$ cat src/rtl/seven_seg_pkg.sv
// Shared definitions for the seven-segment scan decoder: FSM states, the scan
// sample layout, the blank pattern, the 16 legal cathode patterns and the digit count.
package seven_seg_pkg;

  localparam int NUM_DIGITS = 8;

  typedef enum logic [1:0] {
    IDLE,
    SETTLE,
    LOCKED
  } scan_state_t;

  typedef struct packed {
    logic [7:0] an;
    logic [6:0] ca;
    logic       dp;
  } scan_t;

  // Every line undriven (all active-low signals high) reads as a blank display.
  localparam scan_t SCAN_BLANK = '{an: 8'hFF, ca: 7'h7F, dp: 1'b1};

  // Active-low cathode patterns for hex values 0..F, with Ca[0]=a .. Ca[6]=g.
  localparam logic [6:0] SEG_PATTERN [16] = '{
    7'h40, 7'h79, 7'h24, 7'h30, 7'h19, 7'h12, 7'h02, 7'h78,
    7'h00, 7'h10, 7'h08, 7'h03, 7'h46, 7'h21, 7'h06, 7'h0E
  };

endpackage

$ cat src/rtl/seg7_to_hex.sv
// Combinational cathode-pattern decoder: maps an active-low 7-segment pattern
// to its hex nibble and flags whether the pattern is one of the 16 legal glyphs.
module seg7_to_hex
  import seven_seg_pkg::*;
(
  input  logic [6:0] ca,
  output logic [3:0] nibble,
  output logic       legal
);

  always_comb begin
    // NOTE: every output gets a default before the search so no latch is inferred.
    nibble = 4'h0;
    legal  = 1'b0;
    for (int i = 0; i < 16; i++) begin
      if (ca == SEG_PATTERN[i]) begin
        nibble = 4'(i);
        legal  = 1'b1;
      end
    end
  end

endmodule

$ cat src/rtl/seven_seg_scan_decoder.sv
// Recovers hex digits from a multiplexed 8-digit seven-segment display bus.
// Define SEG_SCAN_TIMEOUT_EN to enable the stale-digit watchdog.
module seven_seg_scan_decoder
  import seven_seg_pkg::*;
#(
  parameter int STABLE_CYCLES  = 4,
  parameter int TIMEOUT_CYCLES = 1_000_000
) (
  input  logic                    clk,
  input  logic                    rst,
  input  logic [7:0]              AN,
  input  logic [6:0]              Ca,
  input  logic                    DP,
  output logic [31:0]             hex_value,
  output logic [NUM_DIGITS-1:0]   dp_out,
  output logic [NUM_DIGITS-1:0]   digit_valid,
  output logic                    frame_done,
  output logic                    err_illegal,
  output logic                    err_multi
);

  scan_t                 sync1, sync2, last;
  scan_state_t           state;
  logic [7:0]            cnt;
  logic [NUM_DIGITS-1:0] seen, seen_base, seen_next, anodes;
  logic                  changed, accept, single, multi, legal;
  logic [3:0]            nibble;
  logic [2:0]            idx;

  always_ff @(posedge clk or posedge rst) begin
    if (rst) begin
      sync1 <= SCAN_BLANK;
      sync2 <= SCAN_BLANK;
    end else begin
      // NOTE: sequential state uses non-blocking assignments so both flops shift together.
      sync1 <= '{an: AN, ca: Ca, dp: DP};
      sync2 <= sync1;
    end
  end

  assign changed = (sync2 != last);
  assign accept  = (state == SETTLE) && !changed && (cnt == 8'(STABLE_CYCLES - 1));

  // The counter only advances in SETTLE, so once LOCKED it stays saturated.
  always_ff @(posedge clk or posedge rst) begin
    if (rst) begin
      state <= IDLE;
      cnt   <= 8'd0;
      last  <= SCAN_BLANK;
    end else if (changed) begin
      state <= SETTLE;
      cnt   <= 8'd1;
      last  <= sync2;
    end else begin
      case (state)
        SETTLE: begin
          if (accept) begin
            state <= LOCKED;
            cnt   <= 8'(STABLE_CYCLES);
          end else begin
            cnt <= cnt + 8'd1;
          end
        end
        default: state <= state;
      endcase
    end
  end

  always_comb begin
    anodes = ~last.an;
    idx    = 3'd0;
    for (int k = 0; k < NUM_DIGITS; k++) begin
      if (anodes[k]) idx = 3'(k);
    end
    single    = (anodes != '0) && ((anodes & (anodes - NUM_DIGITS'(1))) == '0);
    multi     = (anodes != '0) && !single;
    seen_base = (seen == '1) ? '0 : seen;
    seen_next = seen_base | anodes;
  end

  seg7_to_hex u_seg7_to_hex (
    .ca     (last.ca),
    .nibble (nibble),
    .legal  (legal)
  );

`ifdef SEG_SCAN_TIMEOUT_EN
  logic [31:0] idle_cnt;
`endif

  // A full seen mask lives for one cycle alongside the frame_done pulse, then clears.
  always_ff @(posedge clk or posedge rst) begin
    if (rst) begin
      hex_value   <= '0;
      dp_out      <= '0;
      digit_valid <= '0;
      seen        <= '0;
      frame_done  <= 1'b0;
      err_illegal <= 1'b0;
      err_multi   <= 1'b0;
`ifdef SEG_SCAN_TIMEOUT_EN
      idle_cnt    <= '0;
`endif
    end else begin
      frame_done  <= 1'b0;
      err_illegal <= 1'b0;
      err_multi   <= 1'b0;
      seen        <= seen_base;
`ifdef SEG_SCAN_TIMEOUT_EN
      if (accept && single && legal) begin
        idle_cnt <= '0;
      end else if (idle_cnt == 32'(TIMEOUT_CYCLES - 1)) begin
        idle_cnt    <= '0;
        digit_valid <= '0;
        seen        <= '0;
      end else begin
        idle_cnt <= idle_cnt + 32'd1;
      end
`endif
      if (accept) begin
        if (single && legal) begin
          hex_value[idx*4 +: 4] <= nibble;
          digit_valid[idx]      <= 1'b1;
          dp_out[idx]           <= ~last.dp;
          seen                  <= seen_next;
          frame_done            <= (seen_next == '1);
        end else if (single) begin
          err_illegal      <= 1'b1;
          digit_valid[idx] <= 1'b0;
        end else if (multi) begin
          err_multi <= 1'b1;
        end
      end
    end
  end

endmodule

$ cat config.mk
export PLATFORM = sky130hd
export DESIGN_NAME = seven_seg_scan_decoder
export DESIGN_NICKNAME = d
export VERILOG_FILES = /design/src/rtl/seven_seg_pkg.sv /design/src/rtl/seg7_to_hex.sv /design/src/rtl/seven_seg_scan_decoder.sv
export SDC_FILE = /design/constraint.sdc
export NUM_CORES = 1
export LEC_CHECK = 0
export ABC_AREA = 0
export CAP_MARGIN = 10
export CORE_UTILIZATION = 40
export DETAILED_ROUTE_END_ITERATION = 6
export DONT_BUFFER_PORTS = 1
export SYNTH_ARGS = -nofsm -noshare
export SYNTH_HDL_FRONTEND = slang
export SYNTH_SLANG_ARGS = --single-unit
$ cat constraint.sdc
create_clock -name clk -period 9.3 [get_ports clk]
set_input_delay 0.93 -clock clk [delete_from_list [all_inputs] [get_ports clk]]
set_output_delay 0.93 -clock clk [all_outputs]
set_load 0.03 [all_outputs]
; Yosys cells after proc, flatten, opt, wreduce, memory -nomap -nowiden
; Index checks and enable logic that the tools add are counted.
[word_totals]
reg_bits = 117
in_bits = 18
output_inout_bits = 51
word_cells = 131
[op_classes]
shifts = 2
reduce_logical = 17
n_lt_le_gt_ge = 2
n_addsub = 3
muxes = 62
eq_ne = 20
bitwise = 7
[op_table]
columns = cell, n
row1 = 2-to-1 mux 8 bit, 8
row2 = negation 5 -> 34 bit, 1
row3 = "variable shift 4 x 34 -> 32 bit, first input constant", 1
row4 = indexed part select 4 x 34 -> 32 bit, 1
row5 = bitwise mux 32 bit, 1
row6 = 2-to-1 mux 4 bit, 8
row7 = 2-to-1 mux 3 bit, 10
row8 = "== test 7 bit, second input constant", 4
row9 = 2-to-1 mux 1 bit, 28
row10 = "== test 7 x 5 -> 1 bit, second input constant", 3
row11 = "== test 7 x 6 -> 1 bit, second input constant", 3
row12 = AND 8 bit, 2
row13 = "== test 8 bit, second input constant", 2
row14 = != test 16 bit, 1
row15 = inverter 8 bit, 2
row16 = OR 8 bit, 2
row17 = "== test 7 x 2 -> 1 bit, second input constant", 2
row18 = "== test 7 x 4 -> 1 bit, second input constant", 2
row19 = 2-to-1 mux 2 bit, 5
row20 = "adder 8 x 1 -> 8 bit, second input constant", 1
row21 = bitwise mux 8 bit, 1
row22 = "== test 8 x 2 -> 1 bit, second input constant", 1
row23 = logical NOT 8 bit, 1
row24 = nonzero test 8 bit, 1
row25 = other kinds (12), 22

; Logic depth before layout (Yosys ltp)
[depth]
ltp_word = 20
ltp_mapped = 11
mapped_depth_nobuf = 10

; Modules after synthesis
; A second synthesis with hierarchy kept.
[unflattened]
hier_cells = 433
area_unflattened_um2 = 5111.2
[by_module_without_submodules]
columns = mod, cells_each, area_each_um2, n_inst
row1 = seven_seg_scan_decoder, 374, 4720.8, 1
row2 = seg7_to_hex, 59, 390.4, 1

; Worst setup path before layout
; No wires, ideal clock.
[synth_path]
kind = register to register
from = register last[10] (netlist bit)
to = register hex_value[10]
slack_ns = 6.323
period_less_slack_ns = 2.977
stages_incl_launch_ff = 12
arrival_time_ns = 2.852
t_required_ns = 9.175
path_buffers = 1
cell_sequence = dfstp_2 clkbuf_1 inv_1 o21ai_0 a31o_2 clkinv_1 ha_1 ha_1 nor2b_1 nand4_1 nor3_1 mux2_2
[synth_via]
elab_chain_len = 10
elab_cells_between_ends = 22
[synth_rtl]
columns = element, line_no
row1 = start: declaration, seven_seg_scan_decoder.sv:22  ; scan_t sync1, sync2, last;
row2 = start signal: assignment, seven_seg_scan_decoder.sv:53  ; last <= sync2;
row3 = inverter 8 bit, seven_seg_scan_decoder.sv:70  ; anodes = ~last.an;
row4 = 2-to-1 mux 3 bit (6 in a row), seven_seg_scan_decoder.sv:73  ; if (anodes[k]) idx = 3'(k);
row5 = negation 5 -> 34 bit, seven_seg_scan_decoder.sv:122  ; hex_value[idx*4 +: 4] <= nibble;
row6 = indexed part select 4 x 34 -> 32 bit / variable shift 4 x 34 -> 32 bit (equally long branches), seven_seg_scan_decoder.sv:122
row7 = bitwise mux 32 bit, seven_seg_scan_decoder.sv:122
row8 = end signal: indexed assignment, seven_seg_scan_decoder.sv:122
row9 = end: declaration, seven_seg_scan_decoder.sv:14  ; output logic [31:0] hex_value,
; Parallel ways exist; a longest one is shown, timed or not.
; A chain may end at the register's enable or synchronous reset.

; Worst setup path in the final report
[layout_path]
from = register last[10] (netlist bit)
to = register hex_value[8]
; Same word-level chain as after synthesis.

==> run_results.csv <==
group,metric,value,unit
outcome,status,"finished clean",
job,drv_cap,0,
critical_path,setup.worst_path.class,"register to register",
route,drt-pass1-iter-count,4,
clock_tree,cts_inserted_buffers,17,
power,pwr-share-comb,0.032,
sta,post-route-period-util,0.3635,
clock_tree,clk_latency,0.41,ns
power,power,1190,uW
clock_tree,clock_sinks,117,
route,via_per_inst,5.299,
clock_tree,cts_setup_buffers,0,
grt,grt_pass1_wl,16260,um
finish,drive_gt1_frac,0.2766,
finish,seq_area,2988,um^2
yosys,synth_top_cell_area_share,0.3438,
critical_path,reg2reg_from,"last[10]$_DFFE_PP1N_",
power,power.internal,930.0,uW
yosys,synth.area.top_cells,"dfrtp_1, dfstp_2, mux2_2",
finish,layout.nets,433,
critical_path,endpoint_kind,"register",
yosys,synth_flop_cell,"dfrtp_1",
sta,finClkSkew,0.008953,ns
clock_tree,cts_tree,"done",
finish,num-fill-cells,1146,
finish,syn2layout_area_growth,12.38,%
yosys,yosys-top-cells-count,"dfrtp_1, dfstp_2, nand2_1",
yosys,yosysTopAreaCell,"dfrtp_1",
route,ant_nets,0,
sta,rsz0062_at_grt,"no",
sta,slew_headroom,0.4401,
clock_tree,ctsResizeCount,0,
critical_path,crit_fanout,9,
yosys,synth_cells,427,
yosys,synth.most_common_cell,"dfrtp_1",
power,power_frac_seq,0.459,
power,netSwitchingFraction,0.2182,
sta,hold_violations,0,
yosys,syn_area_per_cell,11.76,um^2
route,avgRoutedWirePerCell,16.71,um
clock_tree,cts_root_buffer,"clkbuf_16",
yosys,async_reset_ff_frac,1.000,
critical_path,worstPathRequired,9.58,ns
hold_path,hp-class,"register to register",
critical_path,worst_setup_path_start_kind,"register",
clock_tree,cts_buffer_depth,2,
grt,first_global_vias,3058,
die,die_w,114.1,um
power,powerDensity,210.8,nW/um^2
critical_path,endpoint,"hex_value[8]$_DFFE_PP0P_",
die,fp.coreArea,12110,um^2
yosys,ys_seq_elements,117,
die,num_rows,40,
route,vias,3132,
place,place_congestion,0.7769,
sta,fmax,295.8,MHz
place,dp_hpwl,6905,um
critical_path,rr_worst_depth,10,
die,io_pins,69,
die,die-area,13010,um^2
yosys,yosys_warnings,0,
grt,grt.total_usage,0.1668,
finish,multi_input_area,1815,um^2
place,io_buffers,0,
yosys,ys_seq_area_frac,0.5949,
route,first_iter_violations,194,
sta,worst-slew-pin-transition,0.8381,ns
yosys,ys_types,57,
yosys,synth-edff-count,0,
finish,insertedDiodeCount,0,
power,clkPwrFrac,0.509,
power,p_sw,259.6,uW
clock_tree,hold_buffers,0,
clock_tree,cts_max_level,4,
route,drc,0,
clock_tree,clk_pin_slew,0.05,ns
die,die_y,114.1,um
grt,grt_max_degree,66,
yosys,synthesis.nets,450,
critical_path,rrSetupSlack,5.92,ns
sta,setup-violations-final,0,
grt,antenna_found_initial,0,
route,routed_wl,9874,um
critical_path,worstPathArrival,3.66,ns
grt,grt.overflow.total,0,
power,leakage,0.002411,uW
power,ir_drop,147.7,uV
sta,report.final.slew_viol_count,0,
die,initial_core_util,0.4147,
sta,finalCriticalPeriod,3.381,ns
critical_path,r2r_end,"hex_value[8]$_DFFE_PP0P_",
yosys,syn-cell-area,5022,um^2
sta,tns,0,ns
critical_path,startpoint,"last[10]$_DFFE_PP1N_",
[metal layers]
layer,global-route usage,part of all wire,routed length [um]
met5,0,0,0
met4,0.07359,0.012,119
met3,0.05823,0.056,553
met2,0.2497,0.48,4713
met1,0.2191,0.45,4489
[cells in the final DEF (no fill, tap or decap), drive strengths merged, types with 4 or more instances in the layout]
cell type	n
nor4b	4
inv	18
clkbuf	24
ha	5
dfrtp	69
and3	5
clkinv	5
nand4	10
nor3	15
mux2i	4
nor4	12
xor2	21
nor2	21
dfstp	48
a22oi	4
nand2	35
o21ai	24
nand3	8
o31ai	14
nand2b	4
mux2	29
[worst max-delay path, stage by stage, from the launching register on]
cell and delay (ns):
dfstp_2 0.62, inv_1 0.08, o21ai_0 0.14, a31o_2 0.28
clkinv_1 0.26, ha_1 0.28, ha_1 0.28, nor2b_1 0.29
nand4_1 0.16, nor3_1 0.47, mux2_2 0.39
[worst min-delay path by stage]
stage                              from             endpoint  slack, ns  depth (start not counted)
floorplan            sync1[0]$_DFF_PP1_   sync2[0]$_DFF_PP1_       0.35                          0
global placement     sync1[4]$_DFF_PP1_   sync2[4]$_DFF_PP1_       0.35                          0
detailed placement   sync1[1]$_DFF_PP1_   sync2[1]$_DFF_PP1_       0.35                          0
CTS                 sync1[14]$_DFF_PP1_  sync2[14]$_DFF_PP1_       0.35                          0
global route        sync1[14]$_DFF_PP1_  sync2[14]$_DFF_PP1_       0.36                          0
finish              sync1[14]$_DFF_PP1_  sync2[14]$_DFF_PP1_       0.35                          0
[registers in the layout, indices dropped and copies added, names as in the netlist, named ones only]
signal,cells
dp_out,8
state,2
frame_done,1
last,16
cnt,8
sync2,16
hex_value,32
sync1,16
seen,8
err_multi,1
err_illegal,1
[final cells by class]
type,instances,area share
clock buffer,24,0.08557
inverter,17,0.01175
sequential,117,0.5294
multi-input combinational,256,0.3217
tap,168,0.03724
clock inverter,8,0.01308
timing repair buffer,1,0.001330
[per-stage QoR]
stage	worst slack (ns)	util	cells	area, um^2	hold WS (ns)
finish	5.919	0.4660	591	5644	0.3479
global placement	6.018	0.4200	559	5087	0.3464
CTS	5.903	0.4660	591	5644	0.3490
floorplan	5.349	-	427	5022	0.3452
detailed placement	5.908	0.4200	559	5087	0.3468
global route	5.689	0.4660	591	5644	0.3551
[cell families (layout without fill, tap and decap cells)]
logic type	count (synthesis)	after routing	share of synthesized area
buffers and inverters	54	50	0.04360
muxes	33	33	0.07598
AOI/OAI and AO/OA	63	63	0.08770
and+or+nand+nor	132	132	0.1452
adders and majority gates	5	5	0.01246
DFF	117	117	0.5949
xor gates and xnor gates	23	23	0.04011
[power by group through the flow]
stage,Clock [uW],Combinational (uW),Sequential [uW]
after floorplan,0,40.1,541
after global placement,0,38.2,553
after CTS,623,39.1,545
final,606,38.1,545
after global routing,645,43.7,548
after detailed placement,0,38.9,553
Note: power is estimated with default switching activity, not from simulation.
